`src/rtl/pci64_enum.sv`:
```
// Configuration-space enumeration master for the 64-bit config bus: scans one bus,
// sizes BAR0..BAR2 of each present function 0, assigns aligned bases and enables devices.
module pci64_enum #(
  parameter logic [7:0]  BUS       = 8'd0,
  parameter logic [5:0]  NDEV      = 6'd32,
  parameter logic [31:0] MEM_BASE  = 32'h4000_0000,
  parameter logic [31:0] MEM_LIMIT = 32'h7FFF_FFFF,
  parameter logic [7:0]  TIMEOUT   = 8'd15,
  parameter logic [15:0] CMD_VAL   = 16'h0006
) (
  input  logic        clk_i,
  input  logic        rst_ni,
  input  logic        start_i,
  output logic        busy_o,
  output logic        done_o,
  output logic        err_o,
  output logic [5:0]  dev_count_o,
  output logic [31:0] alloc_ptr_o,
  output logic        cs_config_o,
  output logic        we_o,
  output logic [7:0]  sel_o,
  output logic [31:0] adr_o,
  output logic [63:0] dat_o,
  input  logic [63:0] dat_i,
  input  logic        ack_i
);

  typedef enum logic [3:0] {
    S_IDLE, S_RD_ID, S_CHK_ID, S_SZ_WR, S_SZ_RD, S_CALC,
    S_BAR_WR, S_CMD_WR, S_NEXT, S_DONE, S_ERR
  } state_t;

  state_t      state_q, state_d;
  logic [5:0]  dev_q;
  logic [1:0]  bar_q;
  logic [7:0]  tmo_q;
  logic [63:0] rd_q;
  logic [31:0] base_q;

  logic        is_access, acc_end;
  logic        req_we;
  logic [4:0]  req_idx;
  logic [7:0]  req_sel;
  logic [63:0] req_dat;
  logic [31:0] rd_lane, m, size;
  logic [32:0] size33, base33;
  logic [33:0] end34;
  logic        over;

  // BAR1 lives in the upper half of dword pair 2; BAR0 and BAR2 use the lower half.
  function automatic logic [63:0] place_lane(input logic [1:0] bar, input logic [31:0] v);
    return (bar == 2'd1) ? {v, 32'h0} : {32'h0, v};
  endfunction

  assign is_access = (state_q == S_RD_ID) || (state_q == S_SZ_WR) || (state_q == S_SZ_RD) ||
                     (state_q == S_BAR_WR) || (state_q == S_CMD_WR);
  assign acc_end   = cs_config_o && (ack_i || (tmo_q == TIMEOUT - 8'd1));

  // Size/base arithmetic is widened so a carry past 4 GiB reads as exhaustion.
  assign rd_lane = (bar_q == 2'd1) ? rd_q[63:32] : rd_q[31:0];
  assign m       = rd_lane & 32'hFFFF_FFF0;
  assign size    = ~m + 32'd1;
  assign size33  = {1'b0, size};
  assign base33  = ({1'b0, alloc_ptr_o} + size33 - 33'd1) & ~(size33 - 33'd1);
  assign end34   = {1'b0, base33} + {1'b0, size33} - 34'd1;
  assign over    = end34 > {2'b00, MEM_LIMIT};

  always_comb begin
    req_we  = 1'b0;
    req_idx = (bar_q == 2'd2) ? 5'd3 : 5'd2;
    req_sel = (bar_q == 2'd1) ? 8'hF0 : 8'h0F;
    req_dat = '0;
    case (state_q)
      S_RD_ID: begin
        req_idx = 5'd0;
        req_sel = 8'hFF;
      end
      S_SZ_WR: begin
        req_we  = 1'b1;
        req_dat = place_lane(bar_q, 32'hFFFF_FFFF);
      end
      S_BAR_WR: begin
        req_we  = 1'b1;
        req_dat = place_lane(bar_q, base_q);
      end
      S_CMD_WR: begin
        req_we  = 1'b1;
        req_idx = 5'd1;
        req_sel = 8'h03;
        req_dat = {48'h0, CMD_VAL};
      end
      default: ;
    endcase
  end

  always_comb begin
    state_d = state_q;
    case (state_q)
      S_IDLE:   if (start_i) state_d = S_RD_ID;
      S_RD_ID:  if (acc_end) state_d = S_CHK_ID;
      S_CHK_ID: state_d = (rd_q[15:0] == 16'hFFFF) ? S_NEXT : S_SZ_WR;
      S_SZ_WR:  if (acc_end) state_d = S_SZ_RD;
      S_SZ_RD:  if (acc_end) state_d = S_CALC;
      S_CALC: begin
        if (m == 32'h0)  state_d = (bar_q == 2'd2) ? S_CMD_WR : S_SZ_WR;
        else if (over)   state_d = S_ERR;
        else             state_d = S_BAR_WR;
      end
      S_BAR_WR: if (acc_end) state_d = (bar_q == 2'd2) ? S_CMD_WR : S_SZ_WR;
      S_CMD_WR: if (acc_end) state_d = S_NEXT;
      S_NEXT:   state_d = (dev_q == NDEV - 6'd1) ? S_DONE : S_RD_ID;
      S_DONE:   state_d = S_IDLE;
      S_ERR:    state_d = S_IDLE;
      default:  state_d = S_IDLE;
    endcase
  end

  always_ff @(posedge clk_i or negedge rst_ni) begin
    if (!rst_ni) state_q <= S_IDLE;
    else         state_q <= state_d;
  end

  always_ff @(posedge clk_i or negedge rst_ni) begin
    if (!rst_ni) begin
      busy_o      <= 1'b0;
      done_o      <= 1'b0;
      err_o       <= 1'b0;
      dev_count_o <= '0;
      alloc_ptr_o <= MEM_BASE;
      cs_config_o <= 1'b0;
      we_o        <= 1'b0;
      sel_o       <= '0;
      adr_o       <= '0;
      dat_o       <= '0;
      dev_q       <= '0;
      bar_q       <= '0;
      tmo_q       <= '0;
      rd_q        <= '0;
      base_q      <= '0;
    end else begin
      done_o <= 1'b0;
      if (state_q == S_IDLE && start_i) begin
        err_o       <= 1'b0;
        dev_count_o <= '0;
        alloc_ptr_o <= MEM_BASE;
        dev_q       <= '0;
        busy_o      <= 1'b1;
      end

      // Bus access: cs rises one cycle after entering an access state, so
      // back-to-back accesses always see at least one idle cycle.
      if (is_access && !cs_config_o) begin
        cs_config_o <= 1'b1;
        we_o        <= req_we;
        sel_o       <= req_sel;
        adr_o       <= {4'h0, BUS, dev_q[4:0], 3'b000, 4'h0, req_idx, 3'b000};
        dat_o       <= req_dat;
        tmo_q       <= '0;
      end else if (cs_config_o) begin
        if (acc_end) begin
          cs_config_o <= 1'b0;
          we_o        <= 1'b0;
          sel_o       <= '0;
          adr_o       <= '0;
          dat_o       <= '0;
          if (!we_o) rd_q <= ack_i ? dat_i : '1;
        end else begin
          tmo_q <= tmo_q + 8'd1;
        end
      end

      case (state_q)
        S_CHK_ID: if (rd_q[15:0] != 16'hFFFF) begin
          dev_count_o <= dev_count_o + 6'd1;
          bar_q       <= '0;
        end
        S_CALC: begin
          if (m == 32'h0) begin
            bar_q <= bar_q + 2'd1;
          end else if (!over) begin
            alloc_ptr_o <= base33[31:0] + size;
            base_q      <= base33[31:0];
          end
        end
        S_BAR_WR: if (acc_end) bar_q <= bar_q + 2'd1;
        S_NEXT:   dev_q <= dev_q + 6'd1;
        default: ;
      endcase

      if (state_d == S_DONE) begin
        done_o <= 1'b1;
        busy_o <= 1'b0;
      end
      if (state_d == S_ERR) begin
        err_o  <= 1'b1;
        busy_o <= 1'b0;
      end
    end
  end

endmodule

```
`config.mk`:
```
export PLATFORM = sky130hd
export DESIGN_NAME = pci64_enum
export DESIGN_NICKNAME = d
export VERILOG_FILES = /design/src/rtl/pci64_enum.sv
export SDC_FILE = /design/constraint.sdc
export NUM_CORES = 1
export LEC_CHECK = 0
export ABC_AREA = 1
export CAP_MARGIN = 20
export CORE_ASPECT_RATIO = 1.2
export CORE_MARGIN = 1
export CORE_UTILIZATION = 58
export DETAILED_ROUTE_END_ITERATION = 10
export PLACE_DENSITY = 0.85
export SLEW_MARGIN = 30
export SYNTH_ARGS = -nofsm -noshare
export SYNTH_HDL_FRONTEND = slang
export SYNTH_SLANG_ARGS = --single-unit
```
`constraint.sdc`:
```
create_clock -name clk_i -period 7.9 [get_ports clk_i]
set_input_delay 1.185 -clock clk_i [delete_from_list [all_inputs] [get_ports clk_i]]
set_output_delay 1.185 -clock clk_i [all_outputs]
set_load 0.03 [all_outputs]
```
==> out/metrics.cfg <==
[global_route]
antenna_found_initial=4
groute.usage.overall_pct=39.6
grt_overflow=0
first_global_vias=19200
grt_pass1_wl_mm=100
grt_max_degree=114

[timing]
tns_ns=0
hold_viol=0
setup_viol=0
finalCritPeriodShare_pct=93.5
drv_slew=0
fmaxAchievable_mhz=135
max-slew-margin-rel_pct=35.2
worst_slew_pin_slew_ns=0.972
rsz0062_at_grt=no
skew_ns=0.0236
fin_crit_ns=7.38

[setup_path]
path_max_fanout=34
crit_arrival_ns=7.84
cp_slowest_cell=xor2_1
r2r_slack_ns=0.52
r2r.worst_path.cells=40
r2r-start=bar_q[1]$_DFFE_PN0P_
worstReg2RegEnd=base_q[12]$_DFFE_PN0P_
crit_top_cell=nand2_1
cp_slowest_stage_delay_ns=0.43
cp.required_ns=8.36
crit_type=register to register
critPathCaptureType=register
start_kind=register

[placed_design]
dp_hpwl_mm=49.9
place_congestion=0.993
io_buffers=185

[cts]
htree_levels=1
clk_latency_ns=0.56
cts_buffer_depth=3
cts_hold_buf=0
root_buffer=clkbuf_16
clock-sinks=220
clkTransAtPathRegs_ns=0.07
cts_tree=built
numCtsBuffers=24

[route]
drt_iter0_drc=2503
drc_errors=0
drt_pre_antenna_iters=7
drtAntennaViolNets=0
wire_per_inst_um=18.8
finalWirelength_mm=64.2
vias_per_cell=5.82
num_vias=19800

[logic_synthesis]
synth_area_leaders=dfrtp_1 30%, nand2_1 16%, o21ai_0 7.7%
synth_top_cell_by_area=dfrtp_1
synth-main-ff-cell=dfrtp_1
synth_seq_area_share_pct=29.8
synthCells=2822
async_flop_share_pct=100
synth_seq_cells=220
yosys_warnings=0
netlist_area_um2=18500
yosysTopAreaCellShare_pct=29.6
synth_edf_count=0
synthDistinctLibCells=67
synth_area_per_cell_um2=6.56

[worst_hold_path]
holdPathEnd=base_q[14]$_DFFE_PN0P_
min-delay-start=base_q[14]$_DFFE_PN0P_
min_path_cells=2
hold_class=register to register

[flow_run]
cap_violations=0

[floorplanning]
pin_count=215
die_w_um=165
core_um2=31400
core.rowCount=71
die-area_um2=32600
die_y_um=198
start_util_pct=59.0

[layout]
final.fill_count=2596
drive_gt1_share_pct=9.49
area_delta_synth_final_pct=17.1
layout.nets=3144

[status]
status=complete, no violations

## how the worst max path moves through the flow
stage | from | end | slack (ns) | cells past startpoint
2_1_floorplan | bar_q[1]$_DFFE_PN0P_ | base_q[17]$_DFFE_PN0P_ | 1.94 | 40
3_5_place_dp | bar_q[1]$_DFFE_PN0P_ | alloc_ptr_o[23]$_DFF_PN0_ | 0.15 | 39
4_1_cts | bar_q[1]$_DFFE_PN0P_ | alloc_ptr_o[23]$_DFF_PN0_ | 0.09 | 39
3_3_place_gp | bar_q[1]$_DFFE_PN0P_ | alloc_ptr_o[22]$_DFF_PN0_ | 0.28 | 39
5_1_grt | bar_q[1]$_DFFE_PN0P_ | base_q[11]$_DFFE_PN0P_ | 0.04 | 43
6_report | bar_q[1]$_DFFE_PN0P_ | base_q[12]$_DFFE_PN0P_ | 0.52 | 40
## per-layer routing
layer / vias to the layer above / routed length, um / GRT usage (%)
met4: 4 / 3750 / 21.2
met5: - / 32 / 0
met2: 962 / 31200 / 69.2
met1: 9225 / 24700 / 47.3
li1: 9401 / - / -
met3: 218 / 4470 / 4.24
## sequential cells by signal (all words and copies together), names as in the netlist, 3 cells and up
signal       flops
alloc_ptr_o     32
dat_o           59
dev_q            6
base_q          28
tmo_q            8
rd_q            60
sel_o            3
adr_o            7
state_q          4
dev_count_o      6
## worst max-delay path, delay by kind of cell (launching register included)
kind | cells | cell delay [ns]
adders and majority gates | 5 | 1.42
DFF | 1 | 0.40
buffers and inverters | 7 | 0.96
and+or+nand+nor | 23 | 3.26
AOI/OAI and AO/OA | 4 | 0.79
xor gates and xnor gates | 1 | 0.43
## synth_stat cells (36+ instances only)
library cell,instances
a21oi_1,85
nand3_1,213
ha_1,89
o21ai_0,284
inv_1,353
nor3_1,58
nor2_1,257
nor2_2,36
dfrtp_1,219
nand2_1,776
clkbuf_1,51
nand4_1,46
buf_4,38
nand2_2,58
## cell type report
type	count	area (um^2)	share of cell area, %
Clock buffer	28	646	2.98
Sequential cell	220	5510	25.4
Tap cell	401	502	2.32
Antenna cell	1	2.50	0.0115
Inverter	375	1410	6.50
Multi-Input combinational cell	2137	11100	51.1
Clock inverter	16	284	1.31
Timing Repair Buffer	228	2250	10.4
## per-stage QoR
step	hold slack, ns	util (%)	cells	setup slack, ns	instance area (um^2)
global placement	0.467	66.0	3359	0.276	20700
floorplan	0.446	-	2846	1.94	18600
CTS	0.493	68.9	3403	0.0897	21600
finish	0.486	69.1	3406	0.516	21700
global route	0.505	69.1	3405	0.0395	21700
detailed placement	0.477	66.0	3359	0.153	20700
## layout by cell type, fill, tap and decap left out, types with 4 or more instances in the layout
master,n
clkdlybuf4s50_1,184
a21boi_0,4
nand2_1,773
o21ai_0,284
nor3_1,58
buf_12,5
o21ai_1,32
nand3_1,213
buf_4,37
dfrtp_1,219
nor2_1,255
or2_2,8
xor2_1,34
nand2_4,19
inv_1,352
nor4_1,8
nand3b_1,6
bufinv_16,6
inv_2,18
a21oi_1,85
o22ai_1,5
nand2_2,60
a211oi_1,5
o21ai_2,4
ha_1,87
nand4_1,46
o22ai_2,13
o21bai_1,5
clkbuf_16,24
nand3_2,10
nor2_4,10
clkinv_1,5
nor2_2,37
conb_1,25
## kinds of logic after synthesis
group           count (synthesis)  synth area share, %
simple gates                 1520                 37.1
buf+inv                       489                 11.2
compound gates                462                 13.7
flops                         220                 29.8
fa+ha+maj                      90                 6.12
xor+xnor                       39                 1.99
other cells                     1               0.0203
mux                             1               0.0541
## repair_timing
| action | 4_1_cts | 5_1_grt |
|---|---|---|
| endpoints found under the setup margin | 0 | 60 |
| setup buffers | 0 | 2 |
| gates resized for setup | 0 | 8 |
| endpoints found under the hold margin | 0 | 0 |
Power is not shown: default switching activity piles up to over one toggle a cycle in this logic, so the estimate is an artifact.
